**config.mk**
```make
export PLATFORM = sky130hd
export DESIGN_NAME = boot_loader
export DESIGN_NICKNAME = d
export VERILOG_FILES = /design/src/rtl/boot_loader.sv
export SDC_FILE = /design/constraint.sdc
export NUM_CORES = 1
export LEC_CHECK = 0
export ABC_AREA = 1
export CORE_MARGIN = 3
export CORE_UTILIZATION = 35
export DETAILED_ROUTE_END_ITERATION = 8
export PLACE_DENSITY = 0.66
export SLEW_MARGIN = 20
export SYNTH_ARGS = -nofsm -noshare
export SYNTH_HDL_FRONTEND = slang
export SYNTH_SLANG_ARGS = --single-unit
```
**constraint.sdc**
```tcl
create_clock -name clk -period 1.7 [get_ports clk]
set_input_delay 0.34 -clock clk [delete_from_list [all_inputs] [get_ports clk]]
set_output_delay 0.34 -clock clk [all_outputs]
set_load 0.01 [all_outputs]
```
**src/rtl/boot_loader.sv**
```systemverilog
// Byte-stream program loader: parses a length-prefixed, XOR-checksummed image,
// writes each big-endian word into instruction memory, then releases the core.
module boot_loader #(
  parameter int ADDR_W    = 18,
  parameter int BASE_ADDR = 0
) (
  input  logic              clk,
  input  logic              rst_n,
  input  logic [7:0]        byte_in,
  input  logic              byte_valid,
  output logic              byte_ready,
  output logic [ADDR_W-1:0] imem_addr,
  output logic [31:0]       imem_data,
  output logic              imem_wren,
  output logic              core_rst_n,
  output logic              done,
  output logic              error
);

  typedef enum logic [2:0] {
    LEN_HI, LEN_LO, DATA, WRITE, CHECK, DONE, ERR
  } state_t;

  state_t            state, state_nx;
  logic [15:0]       n_words;
  logic [15:0]       word_idx;
  logic [1:0]        byte_cnt;
  logic [7:0]        csum;
  logic [31:0]       word;
  logic              accept;
  logic              last_word;
  logic [ADDR_W-1:0] wr_addr;

  // Ready is gated by rst_n so nothing is handshaken while reset is held.
  assign byte_ready = rst_n && (state == LEN_HI || state == LEN_LO ||
                                state == DATA   || state == CHECK);
  assign accept     = byte_valid && byte_ready;
  assign last_word  = ({1'b0, word_idx} + 17'd1) == {1'b0, n_words};
  assign wr_addr    = ADDR_W'(BASE_ADDR) + ADDR_W'(word_idx);

  always_comb begin
    state_nx = state;
    case (state)
      LEN_HI: if (accept) state_nx = LEN_LO;
      LEN_LO: if (accept) state_nx = ({n_words[15:8], byte_in} == 16'd0) ? CHECK : DATA;
      DATA:   if (accept && byte_cnt == 2'd3) state_nx = WRITE;
      WRITE:  state_nx = last_word ? CHECK : DATA;
      CHECK:  if (accept) state_nx = (byte_in == csum) ? DONE : ERR;
      default: state_nx = state;
    endcase
  end

  always_ff @(posedge clk) begin
    if (!rst_n) begin
      state      <= LEN_HI;
      n_words    <= '0;
      word_idx   <= '0;
      byte_cnt   <= '0;
      csum       <= '0;
      word       <= '0;
      imem_addr  <= '0;
      imem_data  <= '0;
      imem_wren  <= 1'b0;
      core_rst_n <= 1'b0;
      done       <= 1'b0;
      error      <= 1'b0;
    end else begin
      state      <= state_nx;
      // Status outputs track the next state so they line up with the state register.
      imem_wren  <= (state_nx == WRITE);
      core_rst_n <= (state_nx == DONE);
      done       <= (state_nx == DONE);
      error      <= (state_nx == ERR);
      case (state)
        LEN_HI: if (accept) n_words[15:8] <= byte_in;
        LEN_LO: if (accept) n_words[7:0]  <= byte_in;
        DATA: if (accept) begin
          word     <= {word[23:0], byte_in};
          csum     <= csum ^ byte_in;
          byte_cnt <= byte_cnt + 2'd1;
          if (byte_cnt == 2'd3) begin
            imem_data <= {word[23:0], byte_in};
            imem_addr <= wr_addr;
          end
        end
        WRITE: word_idx <= word_idx + 16'd1;
        default: ;
      endcase
    end
  end

endmodule
```
==> flow_summary_export.csv, run 1 <==
group,metric,value,unit
yosys,synth_cell_types,30,
clock_tree,clk_pin_slew_worst_paths,0.06,ns
floorplanning,row_count,43,
finish,syn2layout_area_growth,43.7,%
pwr,ir_drop,0.580,mV
placed_design,place_congestion,0.842,
sta,fin_crit_sh,113,%
setup_path,end_kind,"flop",
drt,antenna_left,0,
grt,grt.overflow.total,0,
grt,top_usage_layer,"met2",
grt,use_met3,4.22,%
yosys,yosysSeqAreaShare,46.4,%
grt,grt_usage,17.3,%
finish,final_util,52.6,%
floorplanning,start_util,36.6,%
placed_design,placed_area,6520,um2
sta,hold_viol_final,0,
placed_design,dp_hpwl,9470,um
yosys,synth_edf_count,0,
pwr,power.density,966,nW/um2
setup_path,worst-setup-path-type,"reg -> reg",
flow_run,cap_viol_max_count,0,
placed_design,port_buffers,63,
setup_path,rr_worst_depth,17,
finish,mostFrequentLayoutCells,"nand2_1 (131), dfxtp_1 (113), nor2_1 (83), o21ai_0 (77), a21oi_1 (71)",
finish,final_common_cell,"nand2_1",
floorplanning,dieArea,16300,um2
grt,use_met2,25.6,%
yosys,synth_async_sr_flop_share,0,%
setup_path,required,2.06,ns
yosys,synth.area.top_cells,"dfxtp_1 (46%), nand2_1 (10%), o21ai_0 (7.7%)",
worst_hold_path,min_path_cells,4,
drt,drt_iter0_drc,310,
finish,final_area,7440,um2
clock_tree,cts_max_level,4,
drt,drt_wl_total,14800,um
clock_tree,insertion_delay,0.43,ns
finish,drive_gt1_share,23.2,%
grt,grt_max_degree,84,
drt,dr.pass1.iters,5,
floorplanning,coreArea,14100,um2
drt,drc_errors,0,
yosys,avgSynthCellArea,7.29,um2
yosys,synth_ff_type,"dfxtp_1",
yosys,synth_seq_cells,120,
sta,rsz0062_at_grt,"true",
finish,design.final.nets,855,
clock_tree,cts_tree,"yes",
yosys,synth_top_cell_area_share,46.4,%
setup_path,worstPathArrival,2.27,ns
yosys,netlist_instances,710,
clock_tree,cts_hold_buf,0,
setup_path,crit_fanout,6,
pwr,p_leak,3.24,nW
worst_hold_path,hold_class,"in -> reg",
yosys,netlist_area,5180,um2
sta,slew_viol_final,0,
clock_tree,cts_buffer_depth,2,
clock_tree,cts_made_buffers,17,
clock_tree,cts_sinks,120,
grt,grtUsageMet1,24.5,%
sta,setup_viol,11,
outcome,failed_checks,"setup timing",
floorplanning,pin_count,66,
sta,skew,0.0113,ns
drt,dr_total_vias,5110,
sta,setup_tns,-0.797,ns
yosys,yosysWarningCount,0,
finish,fillers,1313,
setup_path,start_kind,"flop",
grt,grt_pass1_vias,4565,
clock_tree,ctsRootBufferMaster,"clkbuf_16",
floorplanning,die_h,128,um
outcome,status,"finished with violations",
sta,worst_slack,-0.213,ns
grt,grt_pass1_wl,22400,um
drt,wl_per_cell,14.3,um
yosys,synth.largest_area_cell,"dfxtp_1",
drt,vias_per_cell,4.94,
sta,fmax,523,MHz
floorplanning,die_x,128,um
finish,diodes,0,
sta,period_needed,1.91,ns
grt,grt_antenna_before_repair,0,
==> critical path, cell delays in order, from the launching register on <==
cell and delay (ns):
dfxtp_4 0.37, ha_4 0.16, nand2_4 0.07, nor2_8 0.18, nand2_4 0.10, nor2_4 0.12, nand2_2 0.07, nand2_2 0.07
nand2_1 0.05, nand2_1 0.06, nand2_2 0.07, nor2_2 0.12, nand3_1 0.08, nand2_1 0.08, nand2_2 0.06, nand2_2 0.07
inv_2 0.04, nor2_2 0.08
==> synthesized netlist by cell type, drive strengths merged (4+ instances only) <==
cell	instances
nor3	5
nor4	4
nand4	7
buf	18
o21ai	83
o211ai	9
inv	57
nor2	111
nand3	35
dfxtp	120
xnor2	5
a21oi	71
xor2	6
nand2	155
clkbuf	17
==> state kept, by name, summed over array words and instances (netlist names) <==
register	flops
csum	8
word_idx	16
done	1
word	24
imem_data	32
imem_wren	1
byte_cnt	2
error	1
imem_addr	16
n_words	16
state	3
==> logic make-up after synthesis <==
logic type,count (synthesis),share of synthesized area [%]
simple gates,319,27.5
xor+xnor,11,1.86
compound gates,163,16.2
other cells,1,0.0724
flops,120,46.4
buf+inv,94,7.52
fa+ha+maj,2,0.483
==> per-stage QoR <==
stage | total power [W] | worst slack (ns) | hold slack (ns) | cells
after floorplan | 0.00323 | 0.00956 | 0.430 | 711
after global placement | 0.00345 | -0.329 | 0.453 | 992
after detailed placement | 0.00346 | -0.356 | 0.454 | 992
after CTS | 0.00720 | -0.122 | 0.452 | 1025
after global routing | 0.00743 | -0.364 | 0.466 | 1035
final | 0.00718 | -0.213 | 0.423 | 1035
==> timing repair <==
item / in CTS / in global routing
cloned: 0 / 6
pin swaps: 5 / 25
setup buffers: 1 / 6
resized for setup: 17 / 46
endpoints found under the setup margin: 10 / 61
==> area by class of cell <==
class	count	area, um2	area share, %
Tap cell	180	225	3.03
Sequential cell	120	2420	32.5
Timing Repair Buffer	147	1440	19.4
Clock inverter	15	189	2.54
Clock buffer	17	425	5.72
Multi-Input combinational cell	497	2520	33.9
Inverter	59	221	2.98
==> layer usage <==
layer / wire length (um) / part of all wire, %
met1: 7210 / 49
met5: 0 / 0
met2: 6590 / 44
met4: 274 / 1.8
met3: 775 / 5.2
==> power breakdown <==
part	total [W]	switching (W)	internal (W)	leakage (nW)
logic	0.000516	0.000294	0.000222	1.98
registers	0.00291	0.0000467	0.00286	0.973
clock network	0.00376	0.00143	0.00233	0.296
==> final timing paths <==
check,start,to,slack [ns]
worst min-delay path,rst_n,imem_data[29],0.42
worst max register to register,word_idx[1],done,-0.21
worst max-delay path,word_idx[1],done,-0.21
worst min register to register,word[21],word[21],0.46
(Power assumes the default switching activity.)
==> run 2, diff against run 1 <==
--- a/config.mk
+++ b/config.mk
@@ -6,7 +6,7 @@
 export NUM_CORES = 1
 export LEC_CHECK = 0
 export ABC_AREA = 1
-export CORE_MARGIN = 3
+export CORE_MARGIN = 2
 export CORE_UTILIZATION = 35
 export DETAILED_ROUTE_END_ITERATION = 8
 export PLACE_DENSITY = 0.66
==> flow_summary_export.csv, run 2 (same netlist as run 1, synthesis figures left out) <==
group,metric,value,unit
outcome,status,"finished with violations",
outcome,failed_checks,"setup timing",
pwr,p_leak,3.42,nW
drt,wl_per_cell,14.3,um
floorplanning,dieArea,15800,um2
finish,largest_register_ffs,32,
floorplanning,die_x,126,um
drt,drt_iter0_drc,308,
setup_path,end_kind,"flop",
setup_path,critical_path.max_stage_delay,0.37,ns
setup_path,required,2.01,ns
placed_design,pre_cts_ws,-0.351,ns
clock_tree,cts_max_level,4,
placed_design,place_congestion,0.852,
pwr,power.density,898,nW/um2
setup_path,worstPathArrival,2.15,ns
pwr,ir_drop,0.729,mV
placed_design,port_buffers,63,
sta,skew,0.00745,ns
placed_design,placed_area,6500,um2
sta,hold_viol_final,0,
clock_tree,ctsRootBufferMaster,"clkbuf_16",
clock_tree,cts_buffer_depth,2,
drt,antenna_left,0,
sta,period_needed,1.84,ns
drt,dr_total_vias,5204,
setup_path,worst-setup-path-type,"reg -> reg",
setup_path,critPathSlowestCell,"dfxtp_4",
finish,syn2layout_area_growth,48.3,%
sta,timing.slew.headroom,53.3,%
finish,multiInputGateArea,2670,um2
sta,setup_viol,20,
clock_tree,cts_hold_buf,0,
clock_tree,cts_tree,"yes",
finish,drive_gt1_share,27.1,%
sta,tightestPinTransition,0.700,ns
grt,grt_max_degree,60,
finish,final_common_cell,"nand2_1",
sta,worst_slack,-0.141,ns
setup_path,start_kind,"flop",
clock_tree,cts_sinks,120,
grt,grt_pass1_wl,23000,um
sta,fmax,543,MHz
drt,drc_errors,0,
pwr,total_power,0.00690,W
floorplanning,die_h,126,um
drt,dr.pass1.iters,5,
finish,reg_top3,"imem_data x32, word x24",
clock_tree,insertion_delay,0.42,ns
finish,final_util,53.0,%
grt,grt.overflow.total,0,
sta,fin_crit_sh,108,%
placed_design,dp_hpwl,9390,um
grt,grt_usage,17.9,%
flow_run,cap_viol_max_count,0,
finish,top_register,"imem_data",
setup_path,crit_fanout,6,
finish,final_area,7680,um2
setup_path,cpMostUsedCell,"nand2_2",
floorplanning,coreArea,14500,um2
finish,seq_area,2420,um2
worst_hold_path,hold_class,"reg -> reg",
setup_path,crit_chain,"ha_4 > nand2_4 > nor2_8 > nand2_4 > nor2_4 > nand2_2 > nand2_2 > nand2_2 > nand2_2 > nand2_2 > nor2_2 > nand3_1 > nand2_1 > nand2_2 > nand3_1 > nor2_1",
floorplanning,start_util,35.8,%
sta,slew_viol_final,0,
drt,vias_per_cell,4.98,
clock_tree,cts_made_buffers,17,
floorplanning,row_count,44,
drt,drt_wl_total,14900,um
clock_tree,clk_pin_slew_worst_paths,0.06,ns
grt,grt_pass1_vias,4753,
floorplanning,pin_count,66,
finish,mostFrequentLayoutCells,"nand2_1 (132), dfxtp_1 (110), nor2_1 (71), buf_4 (71), a21oi_1 (69)",
finish,design.final.nets,862,
finish,diodes,0,
sta,rsz0062_at_grt,"true",
grt,grt_antenna_before_repair,0,
finish,fillers,1299,
[run 2: changes by cell type in the layout (fill, tap and decap cells not counted), sizes merged]
| cell | delta |
|---|---|
| clkinvlp | +1 |
| buf | +5 |
| clkdlybuf4s15 | -1 |
| inv | -6 |
| clkdlybuf4s50 | -7 |
| clkbuf | +5 |
| dlymetal6s2s | +7 |
| bufinv | -1 |
| clkinv | +3 |
[run 2: worst paths after layout]
kind	from	endpoint	slack (ns)	cells after the start
worst min-delay path	word[23]	imem_data[31]	0.47	2
worst min register to register	word[23]	imem_data[31]	0.47	2
worst max register to register	word_idx[1]	error	-0.14	16
worst max-delay path	word_idx[1]	error	-0.14	16
[run 2: power breakdown]
part / switching [W] / internal (W)
logic: 0.000297 / 0.000216
registers: 0.0000472 / 0.00286
clock network: 0.00129 / 0.00218
[run 2: final cells by class]
cell class                      instances  share of cell area, %
Tap cell                              184                   3.00
Clock inverter                         12                   1.68
Inverter                               59                   2.95
Sequential cell                       120                   31.5
Clock buffer                           19                   5.77
Multi-Input combinational cell        497                   34.7
Timing Repair Buffer                  154                   20.3
[run 2: timing repair]
item                                    in CTS  in global routing
endpoints found under the setup margin       7                 71
gates cloned                                 0                  9
resized for setup                           20                124
pin swaps                                   17                 33
hold endpoints to repair                     0                  0
setup buffers                                3                  8
[run 2: metal layers]
| metal | vias to the layer above | GRT usage, % | share of wire (%) |
|---|---|---|---|
| met4 | 0 | 6.93 | 2.2 |
| met3 | 29 | 4.42 | 4.8 |
| met2 | 153 | 27.1 | 46 |
| met1 | 2432 | 24.7 | 47 |
| met5 | - | 0 | 0 |
| li1 | 2590 | - | - |
[run 2: stage by stage]
| stage | instances | hold slack [ns] | setup TNS (ns) |
|---|---|---|---|
| final | 1045 | 0.468 | -0.794 |
| after global routing | 1045 | 0.484 | -4.94 |
| after CTS | 1029 | 0.466 | -0.377 |
| after detailed placement | 995 | 0.457 | -5.63 |
| after global placement | 995 | 0.450 | -5.13 |
| after floorplan | 711 | 0.430 | 0 |
[run 2: worst max-delay path, delay by kind of cell (launching register included)]
family / cells / cell delay (ns)
fa+ha+maj: 1 / 0.16
flops: 1 / 0.37
simple gates: 15 / 1.18
==> variant 1, RTL diff (settings of run 2) <==
Register the output `error` once more, with the module's reset; this adds one clock of latency there. The other outputs are not delayed to match.
--- a/src/rtl/boot_loader.sv
+++ b/src/rtl/boot_loader.sv
@@ -22,2 +22,4 @@
   } state_t;
+
+  logic error_s0;
 
@@ -65,3 +67,3 @@
       done       <= 1'b0;
-      error      <= 1'b0;
+      error_s0   <= 1'b0;
     end else begin
@@ -72,3 +74,3 @@
       done       <= (state_nx == DONE);
-      error      <= (state_nx == ERR);
+      error_s0   <= (state_nx == ERR);
       case (state)
@@ -91,2 +93,10 @@
 
+  always_ff @(posedge clk) begin
+    if (!rst_n) begin
+      error <= '0;
+    end else begin
+      error <= error_s0;
+    end
+  end
+
 endmodule
Check against the original RTL: not equivalent (a bounded check fails within 4 cycles, from zero or initial values and one cycle with rst_n low).
==> variant 1 against run 2 <==
The flow still finishes with violations (negative setup slack). Via count fell by 1.7%. Power rose by 1.7%. Cell area rose by 1.7%. Critical path depth fell by 1. Clock power rose by 3%. Area after synthesis fell by 0.75%. Die area fell by 0.72%. Critical path type unchanged. Count of clock-buffer cells in the layout fell by 1. Sequential share of layout area fell by 0.33 points. Largest power group unchanged. Non-clock buffer count rose by 1. Sequential cell count rose by 1. Worst setup slack got worse by 0.12 ns. Wire length rose by 2.9%. Global-route usage fell by 0.18 points.
==> variant 1: results (changes against run 2) <==
| Metric | Value |
|---|---|
| Yosys cell types | `31 (+3.3%)` |
| HP Start | `error_s0` |
| Sequential share of the synthesized area | `47.1% (+0.74 points)` |
| Finish-stage setup viols | `20 (unchanged)` |
| Worst Setup SP | `word_idx[1]` |
| Xor/xnor share of the synthesized area | `1.53% (-0.33 points)` |
| Post-synth top cells | `nand2_1, dfxtp_1, nor2_1` |
| Top FF cell, synth | `dfxtp_1` |
| Post-route setup slack | `-0.261 ns (-0.120 ns)` |
| First-pass GRT wire length | `22400 um (-2.4%)` |
| Syn_area_per_cell | `7.16 sq um (-1.9%)` |
| Crit path DAT | `2.33 ns (+0.18 ns)` |
| Synth top area cells | `dfxtp_1, nand2_1, o21ai_0` |
| Violated checks | `negative setup slack` |
| Clock Skews | `0.00818 ns (+0.000730 ns)` |
| Worst Hold Slack | `0.413 ns (-0.0548 ns)` |
| Layout cells sized above 1 | `24.9% (-2.2 points)` |
| Final nets | `869 (+0.81%)` |
| Setup TNS | `-1.14 ns (-0.345 ns)` |
| Adder-cell share of the synthesized area | `0.487% (+0.0036 points)` |
| Post-synthesis compound-gate area fraction | `16.8% (+0.61 points)` |
| WHS Endpoint | `error` |
| Sequential Power Share | `41.8% (-0.4 points)` |
| Tot GR Track Use | `17.7% (-0.18 points)` |
| Routability cong. | `0.892 (+4.7%)` |
| Drt wl/cell | `14.6 um (+2.2%)` |
| DR vias/cell | `4.86 (-2.4%)` |
| Maximum vdd drop | `0.801 mV (+9.9%)` |
| Crit path to | `done` |
| Placed cell count | `1003 (+0.80%)` |
| Number of global-route vias before repair | `4600 (-3.2%)` |
| Leakage power | `3.24 nW (-5.5%)` |
| Clock power frac | `50.7% (+0.4 points)` |
| Pint | `5.30 mW (+0.87%)` |
| Worst-Margin Slew | `0.522 ns (-0.178 ns)` |
| Worst r2r path cells | `15 (-1)` |
| Final non-filler cell total | `1052 (+0.67%)` |
| DP Worst Slack | `-0.419 ns (-0.0682 ns)` |
| Post-DP HPWL | `9260 um (-1.3%)` |
| DP Area | `6460 sq um (-0.65%)` |
| Initial drt markers | `335 (+8.8%)` |
| Status | `finished with violations` |
[variant 1: cell count changes after synthesis, moves of 3 or more]
cell      delta
nand3_1     +11
nand2_1      +8
clkbuf_1     +4
buf_2        -5
nor2_2       -6
nand2_2      -7
o211ai_1     -4
inv_1        +7
a21oi_1      +4
inv_2        -3
[variant 1: timing repair]
item	CTS	global route
gates resized for setup	26	113
gates cloned	0	8
hold endpoints to repair	0	0
pin swaps	15	35
buffers inserted	3	8
hold buffers	0	0
setup endpoints to repair	40	67
[variant 1: metal layers]
layer  vias up  GRT usage [%]  routed length (um)
met4         0           7.39                 327
met5         -              0                   0
met1      2327           23.5                7000
met3        25           4.58                 898
li1       2614              -                   -
met2       149           27.4                7100
[variant 1: area by class of cell]
type | instances | area, sq um
Clock buffer | 18 | 439
Clock inverter | 13 | 145
Fill cell | 1356 | 6610
Inverter | 62 | 243
Multi-Input combinational cell | 499 | 2760
Sequential cell | 121 | 2440
Tap cell | 184 | 230
Timing Repair Buffer | 155 | 1560
==> variant 2, RTL diff (config.mk and constraints of run 2) <==
Made on the original files. `ADDR_W`: 18 -> 16.
--- a/src/rtl/boot_loader.sv
+++ b/src/rtl/boot_loader.sv
@@ -3,3 +3,3 @@
 module boot_loader #(
-  parameter int ADDR_W    = 18,
+  parameter int ADDR_W    = 16,
   parameter int BASE_ADDR = 0
Ports: changed (resized imem_addr); port bits go from 66 to 64. No check against the original RTL was run, so the function may have changed too.
==> variant 2 against run 2 <==
The flow still finishes with violations (negative setup slack). Sequential cell count is the same. Clock power grew 14%. Wire length grew 0.81%. Area after synthesis grew 0.31%. Cell area is essentially flat. Global-route usage grew 0.13 points. Power grew 4.4%. Worst setup slack lost 0.070 ns. Largest cell class unchanged. Highest routed layer unchanged.
==> variant 2: results (changes against run 2) <==
| Metric | Value |
|---|---|
| Status | `finished with violations` |
| Violated checks | `negative setup slack` |
| Yosys cell types | `32 (+6.7%)` |
| DP Worst Slack | `-0.363 ns (-0.0117 ns)` |
| Syn_area_per_cell | `7.35 sq um (+0.74%)` |
| Routability cong. | `0.905 (+6.2%)` |
| Post-DP HPWL | `9640 um (+2.7%)` |
| Clock Skews | `0.0104 ns (+0.00294 ns)` |
| Post-route setup slack | `-0.212 ns (-0.0705 ns)` |
| Hold Path Class | `in -> reg` |
| Tot GR Track Use | `18.0% (+0.13 points)` |
| Finish-stage setup viols | `49 (+150%)` |
| Drt total wl | `15000 um (+0.81%)` |
| Worst r2r path cells | `13 (-3)` |
| Number of global-route vias before repair | `4784 (+0.65%)` |
| Drt wl/cell | `14.3 um (about the same)` |
| Post-synth top cells | `nand2_1, dfxtp_1, nor2_1` |
| Layout cells sized above 1 | `23.1% (-3.9 points)` |
| Leakage power | `3.26 nW (-4.7%)` |
| DP Area | `6540 sq um (+0.60%)` |
| Maximum vdd drop | `0.685 mV (-6.1%)` |
| Largest net degree at the start of global routing | `56 (-6.7%)` |
| Final nets | `870 (+0.93%)` |
| Placed cell count | `999 (+0.40%)` |
| Crit path DAT | `2.19 ns (+0.04 ns)` |
| Initial drt markers | `351 (+14%)` |
-- variant 2: repair_timing --
item,4_1_cts,5_1_grt
cloned,2,7
endpoints found under the setup margin,41,78
resized for setup,16,54
pin swaps,12,21
setup buffers,6,8
-- variant 2: power by group through the flow --
stage	logic, mW	clock network, mW	registers (mW)
floorplan	0.201	0	2.93
global placement	0.353	0	2.93
detailed placement	0.355	0	2.93
CTS	0.358	3.99	2.87
global route	0.425	4.12	2.88
finish	0.384	3.94	2.88
-- variant 2: worst paths after layout --
check / from / endpoint / slack [ns]
worst min register to register: word[23] / imem_data[31] / 0.46
worst max register to register: word_idx[1] / state[1] / -0.21
worst max-delay path: word_idx[1] / state[1] / -0.21
worst min-delay path: byte_in[5] / n_words[13] / 0.38
-- variant 2: final cells by class --
class,count,area (sq um)
Clock inverter,10,168
Clock buffer,21,480
Fill cell,1364,6860
Multi-Input combinational cell,493,2530
Tap cell,184,230
Inverter,61,245
Timing Repair Buffer,164,1600
Sequential cell,120,2420
-- variant 2: worst max-delay path, cell delays in order (launching register included) --
cell     delay [ns]
dfxtp_4        0.38
ha_4           0.18
nand3_2        0.13
nor2_4         0.18
xor2_1         0.21
nand2_1        0.07
nand2_1        0.06
nand3_1        0.10
nor2_2         0.13
nand2_1        0.06
nand2_1        0.07
nand2_2        0.06
nand2_2        0.07
nor2_1         0.05
-- variant 2: cell families after synthesis --
family	synth area share, %
compound gates	16.5
flops	46.3
simple gates	26.4
buf+inv	7.56
fa+ha+maj	0.482
xor+xnor	2.82
-- variant 2: metal layers --
metal / track usage [%] / wire length, um / up-vias
met5: 0 / 0 / -
met4: 7.82 / 388 / 0
met3: 4.46 / 756 / 25
met2: 28.8 / 7020 / 142
met1: 23.2 / 6850 / 2423
li1: - / - / 2626
